==> config.mk <==
export PLATFORM = sky130hd
export DESIGN_NAME = receiver_controller
export DESIGN_NICKNAME = d
export VERILOG_FILES = /design/src/rtl/uart_ui_pkg.sv /design/src/rtl/btn_edge.sv /design/src/rtl/receiver_controller.sv
export SDC_FILE = /design/constraint.sdc
export NUM_CORES = 1
export LEC_CHECK = 0
export ABC_AREA = 1
export BUFFER_PORTS_ARGS = -buffer_cell sky130_fd_sc_hd__clkbuf_2
export CORE_MARGIN = 4
export CORE_UTILIZATION = 40
export DETAILED_ROUTE_END_ITERATION = 8
export PLACE_DENSITY = 0.62
export SYNTH_ARGS = -nofsm -noshare
export SYNTH_HDL_FRONTEND = slang
export SYNTH_HIERARCHICAL = 1
export SYNTH_SLANG_ARGS = --single-unit
export TNS_END_PERCENT = 100
==> constraint.sdc <==
create_clock -name clk -period 6.47 [get_ports clk]
set_input_delay 0.9705 -clock clk [delete_from_list [all_inputs] [get_ports clk]]
set_output_delay 0.9705 -clock clk [all_outputs]
set_load 0.02 [all_outputs]
==> src/rtl/uart_ui_pkg.sv <==
// Shared definitions for the UART board demo user-interface controllers
// (sender and receiver sides).
package uart_ui_pkg;

  typedef enum logic {
    LIVE   = 1'b0,
    BROWSE = 1'b1
  } ui_mode_t;

  localparam int         DEPTH_DEF      = 8;
  localparam int         LED_CYCLES_DEF = 5_000_000;
  localparam logic [3:0] ERR_MAX        = 4'd15;

endpackage

==> src/rtl/btn_edge.sv <==
// Rising-edge detector for a bank of debounced button levels.
// The previous-level register resets to 0, so a button held through reset
// reports an edge in the first cycle after reset.
module btn_edge #(
  parameter int W = 1
) (
  input  logic         clk,
  input  logic         rst,
  input  logic [W-1:0] level_i,
  output logic [W-1:0] rise_o
);

  logic [W-1:0] prev_q;

  always_ff @(posedge clk) begin
    if (rst) prev_q <= '0;
    else     prev_q <= level_i;
  end

  assign rise_o = level_i & ~prev_q;

endmodule

==> src/rtl/receiver_controller.sv <==
// Receive-side UI controller: byte history ring, live/browse display,
// error counter, data-lost flag and stretched activity LED.
//
//   state  | meaning
//   LIVE   | newest byte shown, offset held at 0, step buttons ignored
//   BROWSE | offset steps through history, tracks arrivals to keep the byte
module receiver_controller
  import uart_ui_pkg::*;
#(
  parameter int DEPTH      = DEPTH_DEF,
  parameter int LED_CYCLES = LED_CYCLES_DEF
) (
  input  logic                     clk,
  input  logic                     rst,
  input  logic [7:0]               rx_data,
  input  logic                     rx_valid,
  input  logic                     rx_err,
  input  logic                     s0,
  input  logic                     s1,
  input  logic                     s2,
  input  logic                     s3,
  input  logic                     s4,
  output logic [7:0]               show_data,
  output logic [$clog2(DEPTH)-1:0] show_offset,
  output logic [$clog2(DEPTH):0]   count,
  output logic                     browse,
  output logic                     lost,
  output logic [3:0]               err_cnt,
  output logic                     rx_led
);

  localparam int AW = $clog2(DEPTH);
  localparam int CW = AW + 1;
  localparam int LW = $clog2(LED_CYCLES + 1);

  logic [4:0] btn_rise;
  logic       s0e, s1e, s2e, s3e, s4e;

  btn_edge #(.W(5)) u_btn_edge (
    .clk     (clk),
    .rst     (rst),
    .level_i ({s4, s3, s2, s1, s0}),
    .rise_o  (btn_rise)
  );

  assign {s4e, s3e, s2e, s1e, s0e} = btn_rise;

  logic [7:0]    ring_q [DEPTH];
  ui_mode_t      mode_q, mode_d;
  logic [AW-1:0] wr_ptr_q, wr_ptr_d;
  logic [AW-1:0] offset_q, offset_d;
  logic [CW-1:0] count_q, count_d;
  logic          lost_q, lost_d;
  logic [3:0]    err_q, err_d;
  logic [LW-1:0] led_q, led_d;
  logic [7:0]    show_q, show_d;
  logic          rx_led_q, rx_led_d;
  logic          wr_en;
  logic          acc, err_hit;
  int            off_sum, off_lim;
  logic [AW-1:0] rd_idx;

  assign acc     = rx_valid & ~rx_err;
  assign err_hit = rx_valid & rx_err;

  always_comb begin
    mode_d   = mode_q;
    wr_ptr_d = wr_ptr_q;
    offset_d = offset_q;
    count_d  = count_q;
    lost_d   = lost_q;
    err_d    = err_q;
    led_d    = (led_q != '0) ? led_q - LW'(1) : led_q;
    wr_en    = 1'b0;
    off_sum  = 0;
    off_lim  = 0;

    if (s2e) begin
      // Clear drops any byte arriving in the same cycle.
      mode_d   = LIVE;
      wr_ptr_d = '0;
      offset_d = '0;
      count_d  = '0;
      lost_d   = 1'b0;
      err_d    = '0;
    end else begin
      if (acc) begin
        wr_en    = 1'b1;
        wr_ptr_d = wr_ptr_q + AW'(1);
        led_d    = LW'(LED_CYCLES - 1);
        if (count_q != CW'(DEPTH)) count_d = count_q + CW'(1);
      end
      if (err_hit && (err_q != ERR_MAX)) err_d = err_q + 4'd1;

      case (mode_q)
        LIVE: begin
          offset_d = '0;
          if (s3e && !s0e) mode_d = BROWSE;
        end
        BROWSE: begin
          if (s0e) begin
            mode_d   = LIVE;
            offset_d = '0;
            lost_d   = 1'b0;
          end else begin
            // Arrivals push the offset so the displayed byte stays put.
            off_sum = int'(offset_q) + int'(acc) + int'(s4e) - int'(s1e);
            off_lim = (count_d == '0) ? 0 : int'(count_d) - 1;
            if (off_sum < 0)            off_sum = 0;
            else if (off_sum > off_lim) off_sum = off_lim;
            offset_d = off_sum[AW-1:0];
            if (int'(offset_q) + int'(acc) > DEPTH - 1) lost_d = 1'b1;
          end
        end
        default: mode_d = LIVE;
      endcase
    end

    // Display the post-update view; bypass the slot being written this cycle.
    rd_idx = wr_ptr_d - AW'(1) - offset_d;
    if (count_d == '0)                      show_d = 8'h00;
    else if (wr_en && (rd_idx == wr_ptr_q)) show_d = rx_data;
    else                                    show_d = ring_q[rd_idx];

    rx_led_d = (acc && !s2e) || (led_q != '0);
  end

  always_ff @(posedge clk) begin
    if (rst) begin
      mode_q   <= LIVE;
      wr_ptr_q <= '0;
      offset_q <= '0;
      count_q  <= '0;
      lost_q   <= 1'b0;
      err_q    <= '0;
      led_q    <= '0;
      show_q   <= 8'h00;
      rx_led_q <= 1'b0;
    end else begin
      mode_q   <= mode_d;
      wr_ptr_q <= wr_ptr_d;
      offset_q <= offset_d;
      count_q  <= count_d;
      lost_q   <= lost_d;
      err_q    <= err_d;
      led_q    <= led_d;
      show_q   <= show_d;
      rx_led_q <= rx_led_d;
    end
  end

  always_ff @(posedge clk) begin
    if (!rst && wr_en) ring_q[wr_ptr_q] <= rx_data;
  end

  assign show_data   = show_q;
  assign show_offset = offset_q;
  assign count       = count_q;
  assign browse      = (mode_q == BROWSE);
  assign lost        = lost_q;
  assign err_cnt     = err_q;
  assign rx_led      = rx_led_q;

endmodule
Word level (Yosys, flattened, before mapping)
Memories as Yosys holds them, arrays and structs flattened. A register that Yosys moved wholly into a read port is not among the register bits.
Index checks and enable logic that the tools add are counted.
{"block": "word_totals", "regBits": 45, "ramBits": 64, "input_bits": 17, "out_inout_bits": 22, "elab_cells": 70, "mem_count": 1}
{"block": "op_classes", "addsub": 10, "magnitude_cmp": 3, "eq_ne": 2, "mux": 24, "n_bitwise": 6, "reduce_logical": 15}
{"name": "ring_q", "depth": 8, "width": 8, "read_ports": 1, "rd_clocked_by_memory_dff": 1, "write_ports": 1, "line_no": "receiver_controller.sv:48", "rtl": "logic [7:0] ring_q [DEPTH];"}
{"op": "two-way mux 23 bit", "count": 3}
{"op": "adder 32 x 2 -> 32 bit", "count": 1}
{"op": "greater-than comparator 32 bit", "count": 1}
{"op": "< comparator 32 x 1 -> 1 bit, second input constant", "count": 1}
{"op": "two-way mux 32 bit", "count": 1}
{"op": "subtractor 32 x 2 -> 32 bit", "count": 1}
{"op": "nonzero test 23 bit", "count": 1}
{"op": "subtractor 23 x 1 -> 23 bit, second input constant", "count": 1}
{"op": "two-way mux 3 bit", "count": 6}
{"op": "two-way mux 4 bit", "count": 4}
{"op": "adder 4 x 1 -> 4 bit, second input constant", "count": 2}
{"op": "zero test 4 bit", "count": 2}
{"op": "two-way mux 1 bit", "count": 8}
{"op": "inequality test 4 bit, second input constant", "count": 2}
{"op": "case mux 3 bit (2 select lines)", "count": 1}
{"op": "bitwise AND 5 bit", "count": 1}
{"op": "inverter 5 bit", "count": 1}
{"op": "subtractor 4 x 1 -> 5 bit, second input constant", "count": 1}
{"op": "adder 3 x 1 -> 4 bit", "count": 1}
{"op": "greater-than comparator 4 x 3 -> 1 bit, second input constant", "count": 1}
{"op": "logical AND 1 bit", "count": 4}
{"op": "OR reduction 2 bit", "count": 2}
{"op": "adder 3 x 1 -> 3 bit, second input constant", "count": 1}
{"op": "zero test 1 bit", "count": 3}
{"op": "8 further kinds", "count": 10}

Depth between registers and ports, before layout
Gate-level depths: netlist of run 1.
{"block": "depth", "depth_word": 13, "ltp_mapped": 38, "depth_no_buf": 37}

By module
The synthesis of run 1 kept the hierarchy.
{"module": "receiver_controller", "n_inst": 1, "cells_per_inst": 664, "area_each_um2": 5664.2, "seq_area_each_um2": 2882.8}
{"module": "btn_edge", "n_inst": 1, "cells_per_inst": 20, "area_each_um2": 156.4, "seq_area_each_um2": 100.1}

Worst setup path after synthesis of run 1
OpenSTA, ideal clock, no wires.
{"block": "synth_timing", "path_kind": "input -> register", "start": "in rx_valid", "end": "reg show_q[1] (netlist: show_data[1]) (read register of ring_q)", "setup_time_ps": 113, "t_arrival_ps": 5444, "required_time_ps": 6357, "path_slack_ps": 914, "stages": 32, "n_path_buf": 2, "path_cell_list": "inv_2 -> nor2_4 -> ha_1 -> inv_1 -> ha_1 -> inv_1 -> ha_1 -> inv_1 -> fa_1 -> o21bai_1 -> a21oi_1 -> ha_1 -> inv_1 -> ha_1 -> nand2_1 -> nor2_1 -> nand2_1 -> nand2_1 -> nand2_1 -> nand3_1 -> nand3_1 -> nand2_1 -> o211ai_1 -> ha_1 -> fa_1 -> clkbuf_1 -> xor2_1 -> nor3_1 -> nand3_2 -> buf_6 -> nor2_1 -> nor2_1"}
{"block": "synth_via", "elab_chain_cells": 12, "elab_cells_between_ends": 23, "cone_classes": "add/sub: 6; order compare: 2; mux: 11; bitwise: 1; reduce/logical: 3"}
{"element": "from (decl)", "line_no": "receiver_controller.sv:16", "rtl": "input logic rx_valid,"}
{"element": "bitwise AND 1 bit (*)", "line_no": "receiver_controller.sv:63", "rtl": "assign acc = rx_valid & ~rx_err;"}
{"element": "parallel branches: the longest is 11 deep, another holds adder 32 x 2 -> 32 bit"}
{"element": "to (decl)", "line_no": "receiver_controller.sv:56", "rtl": "logic [7:0] show_q, show_d;"}
Mark *: on every way between the ends. The select of a mux whose other input is x is not followed.
A chain may end at the register's enable or synchronous reset.

Worst setup path after layout of run 1
Ends and elaborated chain as after synthesis.

==> run summary, run 1 <==
Status: finished, final reports clean
CTS tree: yes
Core Area: 14,040 um^2
Area contributors post-synth: edfxtp_1 (33%), dfxtp_1 (18%), nor2_1 (8.1%)
Sum Neg Setup Slack: 0 ps
Vias in the first global route: 4,522
Hold-fix buffers, CTS: 0
Final estimated routing congestion in global placement: 0.8729
Synth Net Count: 728
Fill count: 1,289
Slew of the pin with the lowest slew margin: 1168 ps
Synth warn: 6
Std-Cell Rows: 43
Final wirelength: 13.57 mm
H-tree depth: 4
Internal Pwr Total: 1.558 mW
Post-CTS Setup Inserts: 0
Reg2reg path depth: 28
Clock skew: 13.84 ps
P_leak: 3.041 nW
Most frequent CP cell: nand2_1
Sequential cell fraction of total power: 0.381
Reg clk slew, reported paths: 60 ps
Combinational group share of total power: 0.200
F_max: 168.8 MHz
Main flop type after synthesis: edfxtp_1
Critical path peak fanout: 14
Reg-to-reg critical path endpoint: show_data[1]
Via density: 5.089
CP endpoint kind: flop
Drt first pass iters: 5
Final setup viols: 0
Crit Path Class: in -> reg
Detailed placement HPWL: 9.165 mm
Worst skew pair latency: 420 ps
Slew headroom: 0.2150
Synth async-reset ratio: 0
Worst hold endpoint: lost
Hold Crit Depth: 1
Largest incremental delay on the critical path: 410 ps
Worst Hold Launch: browse
Sequential share of the synthesized area: 0.5125
First-pass GRT wire length: 22.29 mm
DR WL/cell: 14.59 um
Flop-to-flop setup slack: 1050 ps
Total power: 2.247 mW
GRT Total Usage: 0.1720
Area grow syn2layout: 18.10%
Number of port buffers: 38
Vias post-DR: 4,733
Fraction of final layout cells with drive strength greater than 1: 0.1413
Max-cap violations: 0
Area fraction of the dominant cell type after synthesis: 0.3302
Initial core utilization: 0.4145
Drt initial violations: 373
Total clock sinks: 117
Yosys reg bits: 117
EDFF count, synth: 64
RSZ-0062 raised after global routing: no
Finished Cell Area: 6874 um^2
FF-to-FF Start: show_offset[0]
ANT nets after route: 0
Placed inst area: 6271 um^2
Fin nets: 781
Final Critical Period: 5925 ps
Crit path required time: 6820 ps
TritonCTS buffer count: 17
Worst min path class: reg -> reg
CTS max path bufs: 2
Final Core Density: 0.4895
Final max-slew violation count: 0
Initial antenna violation count: 0
Drc violations: 0
CP delay by family, top: adder cells
Mapped Avg Cell Area: 8.510 um^2
Cells after synthesis: 684
WP data arrival: 6280 ps
Synthesized area: 5821 um^2
Crit path buf inv count: 7
Synth cell types: 43
Die Y: 128.6 um
Endpoints failing hold: 0
Clock share of power: 0.419
Sw frac: 0.3068
Max IR drop VDD: 0.2283 mV
I/O pin total: 39
Switching power: 0.6895 mW
PD cells: 326.9 nW/um^2
Grt total ovfl: 0
Root buffer cell: clkbuf_16
Post-route clock period utilization: 0.9157
Die Area: 16,550 um^2
Largest net degree at the start of global routing: 33
Die W: 128.6 um
Number of diodes: 0
Setup crit start kind: input pin
Worst path slowest cell: fa_1
Largest area contributor in the netlist: edfxtp_1
timing repair:
action / in CTS / in global routing
endpoints found under the hold margin: 0 / 0
gates resized for setup: 0 / 1
setup endpoints to repair: 0 / 8
layout make-up:
class / instances / area, um^2 / area share
multi-input combinational: 461 / 2451 / 0.3566
sequential: 117 / 2983 / 0.4339
clock inverter: 15 / 170.2 / 0.02475
tap: 180 / 225.2 / 0.03276
clock buffer: 17 / 425.4 / 0.06189
inverter: 90 / 339.1 / 0.04933
timing repair buffer: 50 / 280.3 / 0.04077
synth_stat cells, types with 2 or more instances:
| library cell | count |
|---|---|
| nand3_1 | 38 |
| xnor2_1 | 3 |
| nor4_1 | 10 |
| dfxtp_1 | 53 |
| nand2_2 | 5 |
| o31ai_1 | 2 |
| nor3_1 | 13 |
| edfxtp_1 | 64 |
| inv_2 | 2 |
| nor2_2 | 2 |
| inv_1 | 83 |
| nand3_2 | 4 |
| nand2_1 | 112 |
| o211ai_1 | 2 |
| buf_6 | 2 |
| o21ai_0 | 50 |
| buf_2 | 2 |
| o22ai_1 | 16 |
| xor2_1 | 11 |
| nor2_1 | 126 |
| or2_2 | 2 |
| clkinv_1 | 4 |
| a21oi_1 | 11 |
| ha_1 | 25 |
| a22oi_1 | 3 |
| fa_1 | 2 |
| and2_1 | 2 |
| nand4_1 | 7 |
| a31oi_1 | 3 |
| clkbuf_1 | 12 |
state kept, by name (all words and copies together) (netlist names):
| signal | count |
|---|---|
| browse | 1 |
| count | 4 |
| err_cnt | 4 |
| led_q | 23 |
| lost | 1 |
| ring_q | 64 |
| rx_led | 1 |
| show_data | 8 |
| show_offset | 3 |
| u_btn_edge/prev_q | 5 |
| wr_ptr_q | 3 |
placed cells by master, fill, tap and decap left out, types with 7 or more instances in the layout:
cell	count
nor3_1	11
a21oi_1	11
nor2_1	126
nand3_1	38
buf_4	12
clkbuf_16	17
inv_1	83
clkbuf_2	38
xor2_1	10
nand2_1	112
edfxtp_1	64
o22ai_1	16
ha_1	25
o21ai_0	50
dfxtp_1	53
nand4_1	7
nor4_1	8
power by group through the flow:
stage	Sequential (mW)	Clock, mW	Combinational (mW)
6_report	0.856	0.942	0.449
5_1_grt	0.862	1.00	0.520
4_1_cts	0.855	0.964	0.447
3_5_place_dp	0.871	0	0.442
3_3_place_gp	0.870	0	0.433
2_1_floorplan	0.870	0	0.333
metrics by stage:
step,hold WS (ps),worst slack [ps],cells
floorplan,463.5,913.7,684
global placement,499.8,216.6,898
detailed placement,515.8,52.84,898
CTS,527.2,475.5,930
global route,554.8,47.53,930
finish,522.3,545.2,930
worst max-delay path by stage:
| stage | from | to | slack, ps | cells past startpoint |
|---|---|---|---|---|
| after detailed placement | rx_valid | show_data[1] | 50 | 34 |
| final | rx_valid | show_data[1] | 550 | 34 |
| after global placement | rx_valid | show_data[1] | 220 | 34 |
| after global routing | rx_valid | show_data[1] | 50 | 34 |
| after floorplan | rx_valid | show_data[1] | 910 | 32 |
| after CTS | rx_valid | show_data[1] | 480 | 34 |
layer usage:
metal	routed length [um]	share of wire	up-vias	global-route usage
met3	689	0.051	21	0.04276
met4	185	0.014	0	0.06609
li1	-	-	2391	-
met1	6152	0.45	2188	0.2238
met2	6545	0.48	133	0.2777
met5	0	0	-	0
cell families (layout without fill, tap and decap cells):
family / count (synthesis) / count (layout) / synth area share
flops: 117 / 117 / 0.5125
compound gates: 94 / 94 / 0.09114
simple gates: 326 / 326 / 0.2431
xor+xnor: 14 / 14 / 0.02107
buf+inv: 106 / 172 / 0.07158
fa+ha+maj: 27 / 27 / 0.06062
Power figures use the tool's default switching activity.
==> inputs of run 2 (changes only) <==
--- a/config.mk
+++ b/config.mk
@@ -11,6 +11,7 @@
 export CORE_UTILIZATION = 40
 export DETAILED_ROUTE_END_ITERATION = 8
 export PLACE_DENSITY = 0.62
+export REMOVE_ABC_BUFFERS = 1
 export SYNTH_ARGS = -nofsm -noshare
 export SYNTH_HDL_FRONTEND = slang
 export SYNTH_HIERARCHICAL = 1
==> run 2 against run 1 <==
  * Global-route usage decreased by 0.073 points
  * Cell count is 0.11% higher
  * Utilization is essentially flat
  * Design area hardly changed
  * Count of clock-buffer cells in the layout rose by 5
  * Largest cell class unchanged
==> run summary, run 2 (synthesis results as in run 1) <==
Most frequent cells in the layout: nor2_1 (126), nand2_1 (112), inv_1 (83)
Via density: 5.126
Slew headroom: 0.4045
Worst path slowest cell: fa_1
Flop-to-flop setup slack: 1180 ps
Post-route clock period utilization: 0.8891
Number of diodes: 0
H-tree depth: 4
P_leak: 3.049 nW
Sequential cell fraction of total power: 0.382
Initial antenna violation count: 0
Slew of the pin with the lowest slew margin: 888.5 ps
Grt total ovfl: 0
Die Y: 128.6 um
Clock share of power: 0.419
Top reg by flops: ring_q
Status: finished, final reports clean
Final estimated routing congestion in global placement: 0.8445
F_max: 173.8 MHz
Die Area: 16,550 um^2
Combinational group share of total power: 0.199
Hold-fix buffers, CTS: 0
Vias in the first global route: 4,638
Hold Crit Depth: 2
Drc violations: 0
Final setup viols: 0
Most common cell after layout, fill and taps aside: nor2_1
Max reg flops: 64
Reg2reg path depth: 31
Root buffer cell: clkbuf_16
Final Critical Period: 5752 ps
Core Area: 14,040 um^2
Largest net degree at the start of global routing: 33
Worst hold endpoint: lost
ANT nets after route: 0
Most frequent CP cell: nand2_1
Worst Hold Launch: lost
WP depth: 34
Drt initial violations: 326
Fin nets: 782
Sum Neg Setup Slack: 0 ps
Reg-to-reg critical path endpoint: show_data[7]
Sw frac: 0.2820
Clock skew: 13.13 ps
Fraction of final layout cells with drive strength greater than 1: 0.1332
Drt first pass iters: 5
Crit path required time: 6820 ps
CP endpoint kind: flop
Total clock sinks: 117
Initial core utilization: 0.4145
Largest incremental delay on the critical path: 410 ps
Final wirelength: 13.33 mm
RSZ-0062 raised after global routing: no
Number of port buffers: 38
Critical path peak fanout: 14
Crit path buf inv count: 7
CTS max path bufs: 2
Die W: 128.6 um
Area grow syn2layout: 18.01%
Max IR drop VDD: 0.1970 mV
Max-cap violations: 0
Total power: 2.244 mW
Final Core Density: 0.4892
PD cells: 326.6 nW/um^2
Pre-CTS setup slack: 313.2 ps
Final max-slew violation count: 0
First-pass GRT wire length: 22.18 mm
I/O pin total: 39
CTS tree: yes
Switching power: 0.6328 mW
Endpoints failing hold: 0
Crit Path Class: in -> reg
TritonCTS buffer count: 17
CP delay by family, top: adder cells
FF-to-FF Start: show_offset[0]
CTS resizes: 0
Worst min path class: reg -> reg
WP data arrival: 6100 ps
Detailed placement HPWL: 9.403 mm
Final setup margin: 717.6 ps
Fill count: 1,312
DR WL/cell: 14.31 um
Worst skew pair latency: 420 ps
Reg clk slew, reported paths: 50 ps
Std-Cell Rows: 43
Post-CTS Setup Inserts: 0
Vias post-DR: 4,772
Internal Pwr Total: 1.611 mW
GRT Total Usage: 0.1713
Setup crit start kind: input pin
[run 2: layout make-up]
cell class | instances | area [um^2] | share of cell area
clock inverters | 10 | 127.6 | 0.01858
well taps | 180 | 225.2 | 0.03279
repair buffers | 51 | 287.8 | 0.04189
clock buffers | 22 | 474.2 | 0.06903
flip-flops and latches | 117 | 2983 | 0.4342
inverters | 90 | 339.1 | 0.04936
multi-input cells | 461 | 2432 | 0.3541
[run 2: tightest hold or removal path: stages (launching register included)]
cell,delay (ps)
dfxtp_1,300
a21oi_1,110
a211oi_1,50
[run 2: per-stage QoR]
stage          instance area, um^2  hold WS [ps]  std cells
5_1_grt                       6869         533.7        931
4_1_cts                       6869         511.0        931
2_1_floorplan                 5743         452.3        668
6_report                      6869         507.9        931
3_3_place_gp                  6267         499.0        899
3_5_place_dp                  6267         503.3        899
[run 2: how the worst max path moves through the flow]
stage               slack [ps]            to  startpoint
floorplan                  790  show_data[2]    rx_valid
global placement           420  show_data[5]    rx_valid
detailed placement         310  show_data[4]    rx_valid
CTS                        730  show_data[7]    rx_valid
global route               160  show_data[5]    rx_valid
finish                     720  show_data[7]    rx_valid
[run 2: metal layers]
layer	share of wire	vias to the layer above	wire [um]	global-route usage
li1	-	2403	-	-
met1	0.44	2216	5929	0.2131
met2	0.49	127	6484	0.2850
met3	0.047	26	632	0.04483
met4	0.021	0	280	0.06794
met5	0	-	0	0
[run 2: power by group through the flow]
stage | Sequential [mW] | Clock [mW] | Combinational [mW]
global placement | 0.870 | 0 | 0.434
finish | 0.857 | 0.940 | 0.447
global route | 0.863 | 0.994 | 0.516
floorplan | 0.870 | 0 | 0.328
detailed placement | 0.870 | 0 | 0.443
CTS | 0.856 | 0.960 | 0.447
